[config.mk]
export PLATFORM = sky130hd
export DESIGN_NAME = ccd_readout_flat
export DESIGN_NICKNAME = d
export VERILOG_FILES = /design/src/rtl/ccd_readout_if.sv /design/src/rtl/ccd_readout.sv /design/src/flat_wrapper.sv
export SDC_FILE = /design/constraint.sdc
export NUM_CORES = 1
export LEC_CHECK = 0
export ABC_AREA = 1
export CELL_PAD_IN_SITES_DETAIL_PLACEMENT = 1
export CELL_PAD_IN_SITES_GLOBAL_PLACEMENT = 1
export CORE_MARGIN = 2
export CORE_UTILIZATION = 43
export CTS_BUF_LIST = sky130_fd_sc_hd__clkbuf_4 sky130_fd_sc_hd__clkbuf_8 sky130_fd_sc_hd__clkbuf_16
export DETAILED_ROUTE_END_ITERATION = 8
export GPL_ROUTABILITY_DRIVEN = 0
export GPL_TIMING_DRIVEN = 0
export PLACE_DENSITY = 0.89
export SYNTH_ARGS = -nofsm -noshare
export SYNTH_HDL_FRONTEND = slang
export SYNTH_SLANG_ARGS = --single-unit
[constraint.sdc]
create_clock -name clk -period 2.05 [get_ports clk]
set_input_delay 0.41 -clock clk [delete_from_list [all_inputs] [get_ports clk]]
set_output_delay 0.41 -clock clk [all_outputs]
set_load 0.03 [all_outputs]
[src/rtl/ccd_readout_if.sv]
// ccd_readout_if: groups the pixel ADC handshake and the tx FIFO write port
// that the CCD readout sequencer drives.
interface ccd_readout_if;
    logic        adc_sample;
    logic        adc_busy;
    logic [15:0] adc_data;
    logic [7:0]  tx_wdata;
    logic        tx_winc;
    logic        tx_wfull;

    modport master (
        output adc_sample,
        input  adc_busy,
        input  adc_data,
        output tx_wdata,
        output tx_winc,
        input  tx_wfull
    );

    modport slave (
        input  adc_sample,
        output adc_busy,
        output adc_data,
        input  tx_wdata,
        input  tx_winc,
        output tx_wfull
    );
endinterface

[src/rtl/ccd_readout.sv]
// ccd_readout: frame readout sequencer for the KAF CDIP24 CCD.
// Generates v1/v2, h1/h2 and rg for a full frame, starts one ADC conversion
// per pixel and writes each 16-bit result LSB byte first into the tx FIFO.
// Optional macro CCD_FRAME_MARK_EN wraps each frame in A5 5A ... 5A A5 marks.
//
// state | meaning
// IDLE  | waiting for start
// HDR0  | write 0xA5 frame header (CCD_FRAME_MARK_EN only)
// HDR1  | write 0x5A frame header (CCD_FRAME_MARK_EN only)
// VS1   | vertical phase 1 high for V_HALF cycles
// VS2   | vertical phase 2 high for V_HALF cycles
// HS1   | horizontal phase 1 plus reset gate for H_HALF cycles
// HS2   | horizontal phase 2 for H_HALF cycles
// SMP   | request ADC conversion until adc_busy rises
// AWT   | wait for adc_busy low, capture adc_data
// WLO   | write pixel low byte (stalls while FIFO full)
// WHI   | write pixel high byte, step column/row
// TRL0  | write 0x5A frame trailer (CCD_FRAME_MARK_EN only)
// TRL1  | write 0xA5 frame trailer (CCD_FRAME_MARK_EN only)
// DONE  | one busy cycle before IDLE
module ccd_readout #(
    parameter int N_ROWS = 512,
    parameter int N_COLS = 768,
    parameter int V_HALF = 100,
    parameter int H_HALF = 8
) (
    input  logic            clk,
    input  logic            rst_n,
    input  logic            start,
    output logic            busy,
    output logic            v1,
    output logic            v2,
    output logic            h1,
    output logic            h2,
    output logic            rg,
    ccd_readout_if.master   bus
);

    localparam logic [15:0] ROW_LAST = 16'(N_ROWS - 1);
    localparam logic [15:0] COL_LAST = 16'(N_COLS - 1);
    localparam logic [15:0] V_LAST   = 16'(V_HALF - 1);
    localparam logic [15:0] H_LAST   = 16'(H_HALF - 1);

    typedef enum logic [3:0] {
        IDLE, VS1, VS2, HS1, HS2, SMP, AWT, WLO, WHI, DONE
`ifdef CCD_FRAME_MARK_EN
        , HDR0, HDR1, TRL0, TRL1
`endif
    } state_t;

    state_t      state, state_nxt;
    logic [15:0] timer, row, col, pix;
    logic        armed;
    logic        adc_sample_c, tx_winc_c;
    logic [7:0]  tx_wdata_c;
    logic        timed;

    assign bus.adc_sample = adc_sample_c;
    assign bus.tx_winc    = tx_winc_c;
    assign bus.tx_wdata   = tx_wdata_c;
    assign timed = (state == VS1) || (state == VS2) || (state == HS1) || (state == HS2);

    // State, counters and pixel register; armed blocks a start coinciding with reset release.
    always_ff @(posedge clk or negedge rst_n) begin
        if (!rst_n) begin
            state <= IDLE;
            timer <= '0;
            row   <= '0;
            col   <= '0;
            pix   <= '0;
            armed <= 1'b0;
        end else begin
            state <= state_nxt;
            armed <= 1'b1;
            if (!timed || state_nxt != state)
                timer <= '0;
            else
                timer <= timer + 16'd1;
            if (state == IDLE && state_nxt != IDLE)
                row <= '0;
            if (state == VS2 && state_nxt == HS1)
                col <= '0;
            if (state == WHI && tx_winc_c) begin
                if (col != COL_LAST)
                    col <= col + 16'd1;
                else if (row != ROW_LAST)
                    row <= row + 16'd1;
            end
            if (state == AWT && !bus.adc_busy)
                pix <= bus.adc_data;
        end
    end

    // Next state and output decode from state and registered counters.
    always_comb begin
        state_nxt    = state;
        busy         = (state != IDLE);
        v1           = 1'b0;
        v2           = 1'b0;
        h1           = 1'b0;
        h2           = 1'b0;
        rg           = 1'b0;
        adc_sample_c = 1'b0;
        tx_wdata_c   = 8'h00;
        tx_winc_c    = 1'b0;
        case (state)
            IDLE: begin
                if (start && armed)
`ifdef CCD_FRAME_MARK_EN
                    state_nxt = HDR0;
`else
                    state_nxt = VS1;
`endif
            end
            VS1: begin
                v1 = 1'b1;
                if (timer == V_LAST) state_nxt = VS2;
            end
            VS2: begin
                v2 = 1'b1;
                if (timer == V_LAST) state_nxt = HS1;
            end
            HS1: begin
                h1 = 1'b1;
                rg = 1'b1;
                if (timer == H_LAST) state_nxt = HS2;
            end
            HS2: begin
                h2 = 1'b1;
                if (timer == H_LAST) state_nxt = SMP;
            end
            SMP: begin
                adc_sample_c = 1'b1;
                if (bus.adc_busy) state_nxt = AWT;
            end
            AWT: begin
                if (!bus.adc_busy) state_nxt = WLO;
            end
            WLO: begin
                tx_wdata_c = pix[7:0];
                tx_winc_c  = !bus.tx_wfull;
                if (tx_winc_c) state_nxt = WHI;
            end
            WHI: begin
                tx_wdata_c = pix[15:8];
                tx_winc_c  = !bus.tx_wfull;
                if (tx_winc_c) begin
                    if (col != COL_LAST)
                        state_nxt = HS1;
                    else if (row != ROW_LAST)
                        state_nxt = VS1;
                    else
`ifdef CCD_FRAME_MARK_EN
                        state_nxt = TRL0;
`else
                        state_nxt = DONE;
`endif
                end
            end
`ifdef CCD_FRAME_MARK_EN
            HDR0: begin
                tx_wdata_c = 8'hA5;
                tx_winc_c  = !bus.tx_wfull;
                if (tx_winc_c) state_nxt = HDR1;
            end
            HDR1: begin
                tx_wdata_c = 8'h5A;
                tx_winc_c  = !bus.tx_wfull;
                if (tx_winc_c) state_nxt = VS1;
            end
            TRL0: begin
                tx_wdata_c = 8'h5A;
                tx_winc_c  = !bus.tx_wfull;
                if (tx_winc_c) state_nxt = TRL1;
            end
            TRL1: begin
                tx_wdata_c = 8'hA5;
                tx_winc_c  = !bus.tx_wfull;
                if (tx_winc_c) state_nxt = DONE;
            end
`endif
            DONE:    state_nxt = IDLE;
            default: state_nxt = IDLE;
        endcase
    end

endmodule

[src/flat_wrapper.sv]
// flat-port wrapper written by rule: the top's interface ports become plain ports
module ccd_readout_flat 
#(
    parameter int N_ROWS = 512,
    parameter int N_COLS = 768,
    parameter int V_HALF = 100,
    parameter int H_HALF = 8
)
  (clk, rst_n, start, busy, v1, v2, h1, h2, rg, bus_adc_sample, bus_adc_busy, bus_adc_data, bus_tx_wdata, bus_tx_winc, bus_tx_wfull);
  ccd_readout_if bus_i ();
  input  logic clk;
  input  logic rst_n;
  input  logic start;
  output logic busy;
  output logic v1;
  output logic v2;
  output logic h1;
  output logic h2;
  output logic rg;
  output wire logic [$bits(bus_i.adc_sample)-1:0] bus_adc_sample;
  input wire logic [$bits(bus_i.adc_busy)-1:0] bus_adc_busy;
  input wire logic [$bits(bus_i.adc_data)-1:0] bus_adc_data;
  output wire logic [$bits(bus_i.tx_wdata)-1:0] bus_tx_wdata;
  output wire logic [$bits(bus_i.tx_winc)-1:0] bus_tx_winc;
  input wire logic [$bits(bus_i.tx_wfull)-1:0] bus_tx_wfull;
  assign bus_adc_sample = bus_i.adc_sample;
  assign bus_i.adc_busy = bus_adc_busy;
  assign bus_i.adc_data = bus_adc_data;
  assign bus_tx_wdata = bus_i.tx_wdata;
  assign bus_tx_winc = bus_i.tx_winc;
  assign bus_i.tx_wfull = bus_tx_wfull;
  ccd_readout #(.N_ROWS(N_ROWS), .N_COLS(N_COLS), .V_HALF(V_HALF), .H_HALF(H_HALF)) u_core (.clk(clk), .rst_n(rst_n), .start(start), .busy(busy), .v1(v1), .v2(v2), .h1(h1), .h2(h2), .rg(rg), .bus(bus_i));
endmodule
**Word level (Yosys, flattened, before mapping)**

Index checks and enable logic that the tools add are counted.

- Flip-flop bits (word level): 69
- Input bits: 21
- Output and inout port bits: 16
- Word-level logic and storage cells: 66

- Add/subtract/negate cells: 3
- Eq/ne operators: 14
- Mux-type cells: 27
- Reduce and logical (&&, ||, !) cells: 16

Operators by type and width:

| cell | count |
|---|---|
| 2-to-1 mux 16 bit | 8 |
| adder 16 x 1 -> 16 bit, second input constant | 3 |
| 2-to-1 mux 4 bit | 11 |
| one-hot mux 4 bit (9 select lines) | 1 |
| equality test 16 x 3 -> 1 bit, second input constant | 1 |
| equality test 16 x 7 -> 1 bit, second input constant | 1 |
| equality test 4 x 3 -> 1 bit, second input constant | 4 |
| inequality test 16 x 10 -> 1 bit, second input constant | 1 |
| inequality test 16 x 9 -> 1 bit, second input constant | 1 |
| one-hot mux 8 bit (2 select lines) | 1 |
| equality test 4 x 2 -> 1 bit, second input constant | 3 |
| nonzero test 4 bit | 2 |
| 2-to-1 mux 1 bit | 6 |
| logical AND 1 bit | 5 |
| equality test 4 x 1 -> 1 bit, second input constant | 1 |
| equality test 4 bit, second input constant | 1 |
| logical NOT 4 bit | 1 |
| logical OR 1 bit | 4 |
| inequality test 4 bit | 1 |
| logical NOT 1 bit | 3 |
| OR reduction 2 bit | 1 |

**Logic depth before layout (Yosys ltp)**

- Depth in word-level cells: 11
- Mapped depth: 13
- Depth with buffers taken out: 12

**Least setup slack after synthesis**

Ideal clock, no wire load.

- Path kind: reg2reg
- Start: register u_core.state[2]
- End: register u_core.timer[14]
- Library setup time: 0.121 ns
- Data arrival time: 2.016 ns
- Required time: 1.929 ns
- Setup slack: -0.087 ns
- Cell stages (with the launch flop): 10
- Buffers on the path: 1
- Period minus slack after synthesis: 2.137 ns
- Cells stage by stage: dfrtp_1 nor3_1 nand2_1 nand2_1 inv_1 nand3_1 nand2_2 nand3_4 buf_8 nor2_2

- Elaborated cells between the ends (all ways): 26
- Classes of those cells: eq/ne (9); mux (11); reduce/logical (6)

RTL lines:

| item | line | text |
|---|---|---|
| from (decl) | ccd_readout.sv:51 | `state_t state, state_nxt;` |
| from (signal assigned) | ccd_readout.sv:73 | `state <= state_nxt;` |
| equality test 4 bit, or another cell as far along | ccd_readout.sv:106 | `case (state)` |
| one-hot mux 4 bit (9 select lines) (*) | ccd_readout.sv:106 |  |
| named net u_core.state_nxt[0] | ccd_readout.sv:51 |  |
| inequality test 4 bit (*) | ccd_readout.sv:75 | `if (!timed \|\| state_nxt != state)` |
| logical OR 1 bit (*) | ccd_readout.sv:75 |  |
| 2-to-1 mux 16 bit (*) | ccd_readout.sv:75 |  |
| to (signal assigned) | ccd_readout.sv:78 | `timer <= timer + 16'd1;` |
| to (decl) | ccd_readout.sv:52 | `logic [15:0] timer, row, col, pix;` |

The timed path passes the listed nets; every way through them passes the cells marked *.
A chain may end at the register's enable or synchronous reset.

**Worst setup path in the final report**

- Start: register u_core.state[0]
- End: output bus_tx_wdata[0]

- Longest elaborated chain between the ends: 2
- Elaborated cells between the ends (all ways): 3
- Classes of those cells: eq/ne (2); mux (1)

RTL lines:

| item | line | text |
|---|---|---|
| equality test 4 bit / equality test 4 x 3 -> 1 bit (equally long branches) | ccd_readout.sv:106 |  |
| one-hot mux 8 bit (2 select lines) (*) | ccd_readout.sv:106 |  |
| to (decl) | flat_wrapper.sv:23 | `output wire logic [$bits(bus_i.tx_wdata)-1:0] bus_tx_wdata;` |

Mark *: on every way between the ends. The rest lies on a longest branch, timed or not.

==> metrics.yaml <==
crit_slowest_cell: "dfrtp_2"
ant_nets: 0
antenna_found_initial: 0
drc: 0
cp_num_buf_inv: 3
grt_use_total_pct: 22.76
synth_area_leaders: "dfrtp_1, nand2_1, xor2_1, inv_1, mux2_2"
cp.arrival_ns: 1.63
comb_power_share_pct: 28.9
drt-total-wl_um: 10560
std_cell_rows: 34
p_sw_share_pct: 35.85
drive_gt1_share_pct: 24.55
final.setup_skew_ns: 0.01155
reg2regPathDepth: 11
fillers: 1016
place_ws_ns: -0.3666
postCtsHoldBufs: 0
path_clk_slew_ns: 0.09
pin_count: 37
worstMarginPinSlew_ns: 0.8803
startpoint_type: "flop"
ys_seq_area_share_pct: 45.50
seqPwrFrac_pct: 41.5
intPower_w: 0.002548
hp-class: "input pin to asynchronous set/reset pin"
max-slew-margin-rel_pct: 41.32
synthCells: 438
root_buffer: "clkbuf_8"
fin_ws_ns: 0.01102
regArea_mm2: 0.001732
drv_cap: 0
period_share_pct: 99.46
worstSetupPathType: "flop to primary output"
diodes: 0
p_clk_share_pct: 29.7
p_leak_nw: 2.151
end_kind: "primary output"
path_delay_family: "flip-flops"
die-height_um: 97.95
fp.dieW_um: 97.95
cts.sinks: 69
synth_edf_count: 0
place_area_mm2: 0.004293
hold_violations: 0
yosys_warnings: 0
synth_nets: 462
path_depth: 6
rsz0062_at_grt: "true"
grt-ovfl-total: 0
vias_per_cell: 5.361
multi_input_area_mm2: 0.001859
design_area_mm2: 0.004652
p_sw_w: 0.001424
setup_viol: 0
dp.final_hpwl_um: 7000
slew_violations: 0
async_reset_ff_share_pct: 100.0
cts_buffer_depth: 2
synth_top_area_share_pct: 45.50
total_power_w: 0.003972
yosysTopAreaCell: "dfrtp_1"
yosysUniqueCellTypes: 34
cpPeakStageDelay_ns: 0.48
layout_commonest_cell: "nand2_1"
powerDensity_mw_per_mm2: 853.9
synth_area_mm2: 0.003795
drt_iter0_drc: 123
finalCriticalPeriod_ns: 2.039
status: "finished clean"
final_cell_mix: "nand2_1, dfrtp_1, inv_1"
grt_pass1_vias: 3675
dieArea_mm2: 0.009593
wl_per_cell_um: 17.23
vias: 3286
io_buffer_count: 36
first_pass_iters: 4
ys_seq_elements: 69
synth.avg_cell_area_um2: 8.664
syn_to_final_growth_pct: 22.58
crit_chain: "nand2_4 -> inv_1 -> nand2_2 -> inv_4 -> a32o_1 -> buf_2"
cts_buffers: 9
core_mm2: 0.008636
insertion_delay_ns: 0.36
required_ns: 1.64
final.setup.tns_ns: 0
fmax_ghz: 0.4904
final_nets: 524
ys.flop_type: "dfrtp_1"
fin_util_pct: 53.87
grt_pass1_wl_um: 17650
vdd_ir_drop_max_mv: 0.4035
path_max_fanout: 8
grt_max_degree: 70
start_util_pct: 43.94
cts_tree: "yes"
htree_levels: 3
per-layer routing:
layer	vias to the layer above	GRT usage, %	part of all wire [%]
met3	17	5.154	3.3
met4	0	7.372	2.1
met5	-	0	0
li1	1556	-	-
met1	1662	26.11	40
met2	51	41.83	55
cell families after synthesis:
kind of cell | Yosys count | synth area share, %
xor gates and xnor gates | 33 | 7.616
adders and majority gates | 3 | 0.9892
AOI/OAI and AO/OA | 46 | 7.979
buffers and inverters | 67 | 7.649
and+or+nand+nor | 203 | 25.42
other | 1 | 0.09882
muxes | 16 | 4.748
DFF | 69 | 45.50
synthesized netlist by cell type (2+ instances only):
library cell,instances
nand2_1,85
dfrtp_1,69
inv_1,56
nor2_1,42
xor2_1,28
nand3_1,25
mux2_2,16
nor2_2,16
o22ai_1,14
nor3_1,13
nand4_1,12
o21ai_0,11
a32o_1,8
xnor2_1,5
a21oi_1,4
o21ai_1,4
ha_1,3
inv_2,3
nand3_4,3
buf_2,2
buf_4,2
buf_6,2
nand2_2,2
nor2_4,2
o211ai_1,2
worst paths after layout:
| check | startpoint | slack, ns | to |
|---|---|---|---|
| worst max-delay path | u_core.state[0] | 0.01 | bus_tx_wdata[0] |
| min in group clk | u_core.timer[0] | 0.46 | u_core.timer[0] |
| worst min-delay path | rst_n | 0.16 | u_core.pix[13] |
| worst max register to register | u_core.row[1] | 0.11 | u_core.row[1] |
| worst min register to register | u_core.timer[0] | 0.46 | u_core.timer[0] |
| max in group asynchronous | rst_n | 1.25 | u_core.state[1] |
what timing repair did:
item / 4_1_cts / 5_1_grt
cloned: 0 / 0
gates resized for setup: 71 / 52
buffers inserted: 6 / 9
endpoints found under the setup margin: 21 / 58
pin swaps: 2 / 3
cell type report:
type	instances	share of cell area [%]
clock buffers	10	2.959
inverters	60	4.949
multi-input cells	302	39.97
flip-flops and latches	69	37.22
well taps	108	2.905
plain buffers	7	1.479
repair buffers	51	8.983
clock inverters	6	1.533
power by group through the flow:
stage	sequential (W)	combinational (W)	clock, W
after floorplan	0.00161	0.000747	0
after global placement	0.00163	0.00102	0
after detailed placement	0.00165	0.00106	0
after CTS	0.00162	0.00110	0.00120
after global routing	0.00166	0.00126	0.00126
final	0.00165	0.00115	0.00118
registers in the layout, summed over array words and instances (netlist names):
register      count
u_core.armed      1
u_core.col       16
u_core.row       16
u_core.pix       16
u_core.state      4
u_core.timer     16
stage by stage:
stage,hold slack (ns),std cells
2_1_floorplan,0.1144,438
3_3_place_gp,0.4366,582
3_5_place_dp,0.4458,582
4_1_cts,0.2001,604
5_1_grt,0.2325,613
6_report,0.1585,613
(Power assumes the default switching activity.)
